## src/rtl/bcd_timer_pkg.sv

```systemverilog
// Shared definitions for the BCD countdown timer.
//   BCD_W / BCD_MAX : width and largest legal value of one BCD decade
//   state_t         : timer FSM state encoding
//   sat_digit()     : clamps a non-BCD nibble (A..F) to 9
package bcd_timer_pkg;

    localparam int unsigned BCD_W   = 4;
    localparam logic [3:0]  BCD_MAX = 4'h9;

    typedef enum logic [1:0] {
        ST_IDLE  = 2'd0,
        ST_RUN   = 2'd1,
        ST_PAUSE = 2'd2,
        ST_DONE  = 2'd3
    } state_t;

    function automatic logic [BCD_W-1:0] sat_digit(input logic [BCD_W-1:0] d);
        return (d > BCD_MAX) ? BCD_MAX : d;
    endfunction

endpackage

```

## src/rtl/bcd_down_timer_if.sv

```systemverilog
// Control/status bundle of the BCD countdown timer.
//   master : drives clear/load/load_val/start/pause, observes status
//   slave  : the timer itself; drives cnt/busy/paused/zero/done
interface bcd_down_timer_if
    import bcd_timer_pkg::*;
#(
    parameter int unsigned N_DIGITS = 2
);
    logic                        clear;
    logic                        load;
    logic [BCD_W*N_DIGITS-1:0]   load_val;
    logic                        start;
    logic                        pause;
    logic [BCD_W*N_DIGITS-1:0]   cnt;
    logic                        busy;
    logic                        paused;
    logic                        zero;
    logic                        done;

    modport master (
        output clear, load, load_val, start, pause,
        input  cnt, busy, paused, zero, done
    );

    modport slave (
        input  clear, load, load_val, start, pause,
        output cnt, busy, paused, zero, done
    );

endinterface

```

## src/rtl/bcd_digit_down.sv

```systemverilog
// One BCD decade of a down-counter.
//   clk, rstn  : clock, async active-low reset
//   clr        : sync clear to 0 (highest priority)
//   ld, ld_val : sync load (ld_val must already be a legal BCD digit)
//   dec_in     : decrement request; 0 wraps to 9
//   digit      : registered digit value
//   borrow_out : decrement request passed to the next decade
module bcd_digit_down
    import bcd_timer_pkg::*;
(
    input  logic             clk,
    input  logic             rstn,
    input  logic             clr,
    input  logic             ld,
    input  logic [BCD_W-1:0] ld_val,
    input  logic             dec_in,
    output logic [BCD_W-1:0] digit,
    output logic             borrow_out
);

    always_ff @(posedge clk or negedge rstn) begin
        if (!rstn) begin
            digit <= '0;
        end else if (clr) begin
            digit <= '0;
        end else if (ld) begin
            digit <= ld_val;
        end else if (dec_in) begin
            digit <= (digit == '0) ? BCD_MAX : digit - BCD_W'(1);
        end
    end

    assign borrow_out = dec_in & (digit == '0);

endmodule

```

## src/rtl/bcd_down_timer.sv

```systemverilog
// Loadable N-digit BCD countdown timer with prescaler and pause/resume.
//   clk, rstn : clock, async active-low reset
//   bus       : control (clear > load > start > pause) and status
//               (cnt, busy, paused, zero, done one-cycle pulse)
module bcd_down_timer
    import bcd_timer_pkg::*;
#(
    parameter int unsigned N_DIGITS = 2,
    parameter int unsigned TICK_DIV = 1
)(
    input  logic             clk,
    input  logic             rstn,
    bcd_down_timer_if.slave  bus
);

    localparam int unsigned CW = BCD_W * N_DIGITS;
    localparam int unsigned PW = (TICK_DIV > 1) ? $clog2(TICK_DIV) : 1;
    localparam logic [PW-1:0] TICK_LAST = PW'(TICK_DIV - 1);

    state_t          state_q, state_d;
    logic [PW-1:0]   presc_q, presc_d;
    logic            done_q, done_d;
    logic            busy_q, paused_q;
    logic [CW-1:0]   cnt;
    logic            digit_clr, digit_ld, count_en, tick;
    logic [N_DIGITS-1:0] dec_chain;
    logic            unused_borrow;

    assign tick = (presc_q == TICK_LAST);

    always_comb begin
        state_d   = state_q;
        presc_d   = presc_q;
        done_d    = 1'b0;
        digit_clr = 1'b0;
        digit_ld  = 1'b0;
        count_en  = 1'b0;
        if (bus.clear) begin
            digit_clr = 1'b1;
            presc_d   = '0;
            state_d   = ST_IDLE;
        end else if (bus.load) begin
            digit_ld = 1'b1;
            presc_d  = '0;
            state_d  = ST_IDLE;
        end else begin
            unique case (state_q)
                ST_IDLE: begin
                    if (bus.start) begin
                        if (cnt == '0) begin
                            state_d = ST_DONE;
                            done_d  = 1'b1;
                        end else begin
                            state_d = ST_RUN;
                            presc_d = '0;
                        end
                    end
                end
                ST_RUN: begin
                    // start overrides pause, so only a lone pause suspends
                    if (bus.pause && !bus.start) begin
                        state_d = ST_PAUSE;
                    end else begin
                        count_en = 1'b1;
                        if (tick) begin
                            presc_d = '0;
                            if (cnt == CW'(1)) begin
                                state_d = ST_DONE;
                                done_d  = 1'b1;
                            end
                        end else begin
                            presc_d = presc_q + PW'(1);
                        end
                    end
                end
                ST_PAUSE: begin
                    // prescaler is held, so the partial tick is preserved
                    if (bus.start) begin
                        state_d = ST_RUN;
                    end
                end
                ST_DONE: begin
                end
                default: state_d = ST_IDLE;
            endcase
        end
    end

    always_ff @(posedge clk or negedge rstn) begin
        if (!rstn) begin
            state_q  <= ST_IDLE;
            presc_q  <= '0;
            done_q   <= 1'b0;
            busy_q   <= 1'b0;
            paused_q <= 1'b0;
        end else begin
            state_q  <= state_d;
            presc_q  <= presc_d;
            done_q   <= done_d;
            busy_q   <= (state_d == ST_RUN);
            paused_q <= (state_d == ST_PAUSE);
        end
    end

    assign dec_chain[0] = count_en & tick;

    for (genvar k = 0; k < N_DIGITS; k++) begin : g_digit
        logic borrow;
        bcd_digit_down u_digit (
            .clk        (clk),
            .rstn       (rstn),
            .clr        (digit_clr),
            .ld         (digit_ld),
            .ld_val     (sat_digit(bus.load_val[BCD_W*k +: BCD_W])),
            .dec_in     (dec_chain[k]),
            .digit      (cnt[BCD_W*k +: BCD_W]),
            .borrow_out (borrow)
        );
        if (k < N_DIGITS - 1) begin : g_chain
            assign dec_chain[k+1] = borrow;
        end else begin : g_top
            // RUN never decrements a zero count, so the top borrow stays low
            assign unused_borrow = borrow;
        end
    end

    assign bus.cnt    = cnt;
    assign bus.busy   = busy_q;
    assign bus.paused = paused_q;
    assign bus.zero   = (cnt == '0);
    assign bus.done   = done_q;

endmodule

```

## src/flat_wrapper.sv

```systemverilog
// flat-port wrapper written by rule: the top's interface ports become plain ports
module bcd_down_timer_flat import bcd_timer_pkg::*;
#(
    parameter int unsigned N_DIGITS = 2,
    parameter int unsigned TICK_DIV = 1
)
  (clk, rstn, bus_clear, bus_load, bus_load_val, bus_start, bus_pause, bus_cnt, bus_busy, bus_paused, bus_zero, bus_done);
  bcd_down_timer_if #(.N_DIGITS(N_DIGITS)) bus_i ();
  input  logic clk;
  input  logic rstn;
  input wire logic [$bits(bus_i.clear)-1:0] bus_clear;
  input wire logic [$bits(bus_i.load)-1:0] bus_load;
  input wire logic [$bits(bus_i.load_val)-1:0] bus_load_val;
  input wire logic [$bits(bus_i.start)-1:0] bus_start;
  input wire logic [$bits(bus_i.pause)-1:0] bus_pause;
  output wire logic [$bits(bus_i.cnt)-1:0] bus_cnt;
  output wire logic [$bits(bus_i.busy)-1:0] bus_busy;
  output wire logic [$bits(bus_i.paused)-1:0] bus_paused;
  output wire logic [$bits(bus_i.zero)-1:0] bus_zero;
  output wire logic [$bits(bus_i.done)-1:0] bus_done;
  assign bus_i.clear = bus_clear;
  assign bus_i.load = bus_load;
  assign bus_i.load_val = bus_load_val;
  assign bus_i.start = bus_start;
  assign bus_i.pause = bus_pause;
  assign bus_cnt = bus_i.cnt;
  assign bus_busy = bus_i.busy;
  assign bus_paused = bus_i.paused;
  assign bus_zero = bus_i.zero;
  assign bus_done = bus_i.done;
  bcd_down_timer #(.N_DIGITS(N_DIGITS), .TICK_DIV(TICK_DIV)) u_core (.clk(clk), .rstn(rstn), .bus(bus_i));
endmodule
```

## config.mk

```make
export PLATFORM = sky130hd
export DESIGN_NAME = bcd_down_timer_flat
export DESIGN_NICKNAME = d
export VERILOG_FILES = /design/src/rtl/bcd_timer_pkg.sv /design/src/rtl/bcd_down_timer_if.sv /design/src/rtl/bcd_digit_down.sv /design/src/rtl/bcd_down_timer.sv /design/src/flat_wrapper.sv
export SDC_FILE = /design/constraint.sdc
export NUM_CORES = 1
export LEC_CHECK = 0
export BUFFER_PORTS_ARGS = -buffer_cell sky130_fd_sc_hd__clkbuf_2
export CAP_MARGIN = 0
export CORE_UTILIZATION = 52
export CTS_BUF_LIST = sky130_fd_sc_hd__clkbuf_4 sky130_fd_sc_hd__clkbuf_8
export CTS_CLUSTER_DIAMETER = 200
export DETAILED_ROUTE_END_ITERATION = 10
export GPL_ROUTABILITY_DRIVEN = 0
export PLACE_DENSITY = 0.86
export SLEW_MARGIN = 20
export SYNTH_ARGS = -nofsm -noshare
export SYNTH_HDL_FRONTEND = slang
export SYNTH_SLANG_ARGS = --single-unit
export TNS_END_PERCENT = 10
```

## constraint.sdc

```tcl
create_clock -name clk -period 2.1 [get_ports clk]
set_input_delay 0.315 -clock clk [delete_from_list [all_inputs] [get_ports clk]]
set_output_delay 0.315 -clock clk [all_outputs]
set_load 0.02 [all_outputs]
```

==> impl_metrics.tcl <==
set metrics [dict create \
    outcome "completed" \
    die-width_um 43.2 \
    overflow 0 \
    max_clock_freq_mhz 504 \
    cp_slowest_stage_delay_ns 0.43 \
    rsz0062_at_grt "no" \
    synth_cell_types 34 \
    numCtsBuffers 3 \
    clockPowerShare_pct 24.1 \
    core_area_sq_um 1540 \
    worstSetupPathType "flip-flop to output pin" \
    start_util_pct 57.3 \
    grt_usage_pct 24.7 \
    cap_violations 0 \
    tightest_slew_ns 0.531 \
    critPathLaunchType "flip-flop" \
    holdPathStages 2 \
    syn_nets 115 \
    worstRegToRegCells 5 \
    vias_per_cell 6.01 \
    crit_required_ns 1.78 \
    fin_ws_ns 0.117 \
    root_buffer "clkbuf_4" \
    cp_max_fo 5 \
    synth-main-ff-cell "dfrtp_1" \
    fill_cells 129 \
    finClkSkew_ns 0.00952 \
    synth_top_family_by_area "compound AO/OA/AOI/OAI gates" \
    synth-simple-area-share_pct 23.4 \
    layout_commonest_cell "clkbuf_2" \
    final_net_count 147 \
    cts.clk_slew.worst_paths_ns 0.08 \
    numPortBuffers 25 \
    clk_latency_ns 0.27 \
    whs_ns 0.326 \
    num_rows 14 \
    hold_viol 0 \
    placed_area_sq_um 1050 \
    cp-end-kind "output pin" \
    synth_area_sq_um 883 \
    ir_drop_mv 0.367 \
    ant_nets 0 \
    finalCritPeriodShare_pct 94.4 \
    firstDrtPassIters 4 \
    cts.sinks 13 \
    p_sw_share_pct 33.2 \
    p_int_w 0.000453 \
    n_antenna_cell 0 \
    maxSlewHeadroom_pct 64.4 \
    mostFrequentLayoutCells "clkbuf_2 (25), dfrtp_1 (13), inv_1 (9)" \
    p_seq_share_pct 42.1 \
    grt_pass1_wl_um 3530 \
    drt-initial-drc-count 21 \
    power_density_nw_per_um2 619 \
    leakage_nw 0.514 \
    fp.dieH_um 43.2 \
    hpwl_um 1640 \
    muxShareOfSynthArea_pct 1.27 \
    hold_class "primary input to flip-flop" \
    routed_wl_um 2050 \
    postSynthCellCount 97 \
    finalSetupViolCount 0 \
    crit_chain "inv_1 > ha_1 > or3b_4 > nor2_1 > clkbuf_2" \
    grt_start_max_net_pins 14 \
    crit_buf_inv 2 \
    htreeDepth 1 \
    dieArea_sq_um 1870 \
    cts_tree "done" \
    ys_seq_elements 13 \
    syn_to_final_growth_pct 24.2 \
    yosys.area_share.xor_xnor_pct 0.992 \
    fin_crit_ns 1.98 \
    final_area_sq_um 1100 \
    grt_pass1_vias 852 \
    dpl_worst_slack_ns 0.119 \
    maxSlewViolCount 0 \
    wl_per_cell_um 14.3 \
    comb_power_share_pct 33.8 \
    crit_arrival_ns 1.67 \
    layout-drive-gt1-share_pct 29.7 \
    cp_top_family "simple AND/OR/NAND/NOR gates" \
    cp_slowest_cell "or3b_4" \
    via_count 865 \
    grt_antenna_before_repair 0 \
    synth_enable_flop_cells 0 \
    ys_seq_area_share_pct 36.8 \
    power.switching_w 0.000226 \
    ys_warn_count 0 \
    synth.avg_cell_area_sq_um 9.11 \
    synthAdderAreaFrac_pct 5.67 \
    synth_compound_area_share_pct 26.2 \
    fin_setup_tns_ns 0 \
    cp_num_cells 5 \
    drc 0 \
    io_pins 26 \
    ctsLongestPathBuffers 2 \
    async_flop_share_pct 100 \
]
[synth_stat cells, types with 2 or more instances]
cell type / n / share of area, %
a211oi_1: 4 / 3.4
a21oi_1: 4 / 2.3
a221oi_1: 3 / 3.0
a311oi_1: 2 / 2.0
a31oi_1: 3 / 2.1
a41oi_1: 2 / 2.0
clkbuf_1: 3 / 1.3
dfrtp_1: 13 / 37
ha_1: 4 / 5.7
inv_1: 9 / 3.8
nand2_1: 4 / 1.7
nand2b_1: 5 / 3.5
nand3_1: 2 / 1.1
nor2_1: 5 / 2.1
nor2b_1: 5 / 3.5
nor3_1: 6 / 3.4
nor4_1: 2 / 1.4
o21ai_0: 3 / 1.7
o21bai_1: 2 / 1.7
or3b_1: 2 / 2.0
[area by class of cell]
cell class	count	area (sq um)	share of cell area, %
clock buffers	4	30.0	2.74
inverters	9	33.8	3.08
multi-input cells	71	515	47.0
flip-flops and latches	13	325	29.6
well taps	16	20.0	1.82
repair buffers	31	173	15.7
[per-layer routing]
layer	wire length, um	track usage, %	up-vias
met5	0	0	-
met4	17	9.70	0
met3	115	3.40	4
met2	1030	43.0	33
met1	886	30.3	402
li1	-	-	426
[sequential cells by signal (all words and copies together), names as in the netlist]
| signal | flops |
|---|---|
| u_core.bus.busy | 1 |
| u_core.bus.done | 1 |
| u_core.bus.paused | 1 |
| u_core.g_digit.u_digit.digit | 8 |
| u_core.state_q | 2 |
[power by group through the flow]
stage	registers, W	clock network, W	logic [W]
after detailed placement	0.000291	0	0.000225
after global routing	0.000288	0.000183	0.000252
after floorplan	0.000308	0	0.000124
final	0.000286	0.000164	0.000230
after global placement	0.000289	0	0.000217
after CTS	0.000286	0.000172	0.000226
[through the flow]
stage / total power [W] / instances / utilization, %
after global placement: 0.000506 / 139 / 68.1
final: 0.000679 / 144 / 71.2
after CTS: 0.000684 / 144 / 70.7
after detailed placement: 0.000515 / 139 / 68.1
after global routing: 0.000723 / 144 / 71.2
after floorplan: 0.000433 / 97 / -
[worst register-to-register path: cells and delay by family (launching register included)]
family | cells | cell delay [ns]
AND/OR/NAND/NOR | 2 | 0.84
buffers and inverters | 1 | 0.07
AO/OA/AOI/OAI | 1 | 0.33
flip-flops | 1 | 0.42
adder cells (fa/ha/maj) | 1 | 0.19
[cells by family after synthesis]
| family | after synthesis |
|---|---|
| AND/OR/NAND/NOR | 36 |
| AO/OA/AOI/OAI | 29 |
| buffers and inverters | 13 |
| flip-flops | 13 |
| adder cells (fa/ha/maj) | 4 |
| XOR/XNOR | 1 |
| multiplexers | 1 |
[timing repair]
action | 4_1_cts | 5_1_grt
setup buffers | 0 | 0
resized for setup | 0 | 2
hold buffers | 1 | 0
hold endpoints to repair | 13 | 0
endpoints found under the setup margin | 0 | 4
[path summary, 6_finish.rpt]
kind	from	endpoint	slack [ns]
min reg2reg	u_core.state_q[1]	u_core.bus.done	0.59
min	bus_load_val[3]	u_core.g_digit[0].u_digit.digit[3]	0.33
max in group asynchronous	rstn	u_core.g_digit[0].u_digit.digit[0]	1.38
max	u_core.g_digit[1].u_digit.digit[0]	bus_zero	0.12
min in group asynchronous	rstn	u_core.state_q[1]	0.47
max reg2reg	u_core.g_digit[1].u_digit.digit[0]	u_core.bus.done	0.15
No activity file was read; power rests on OpenSTA's default activity.
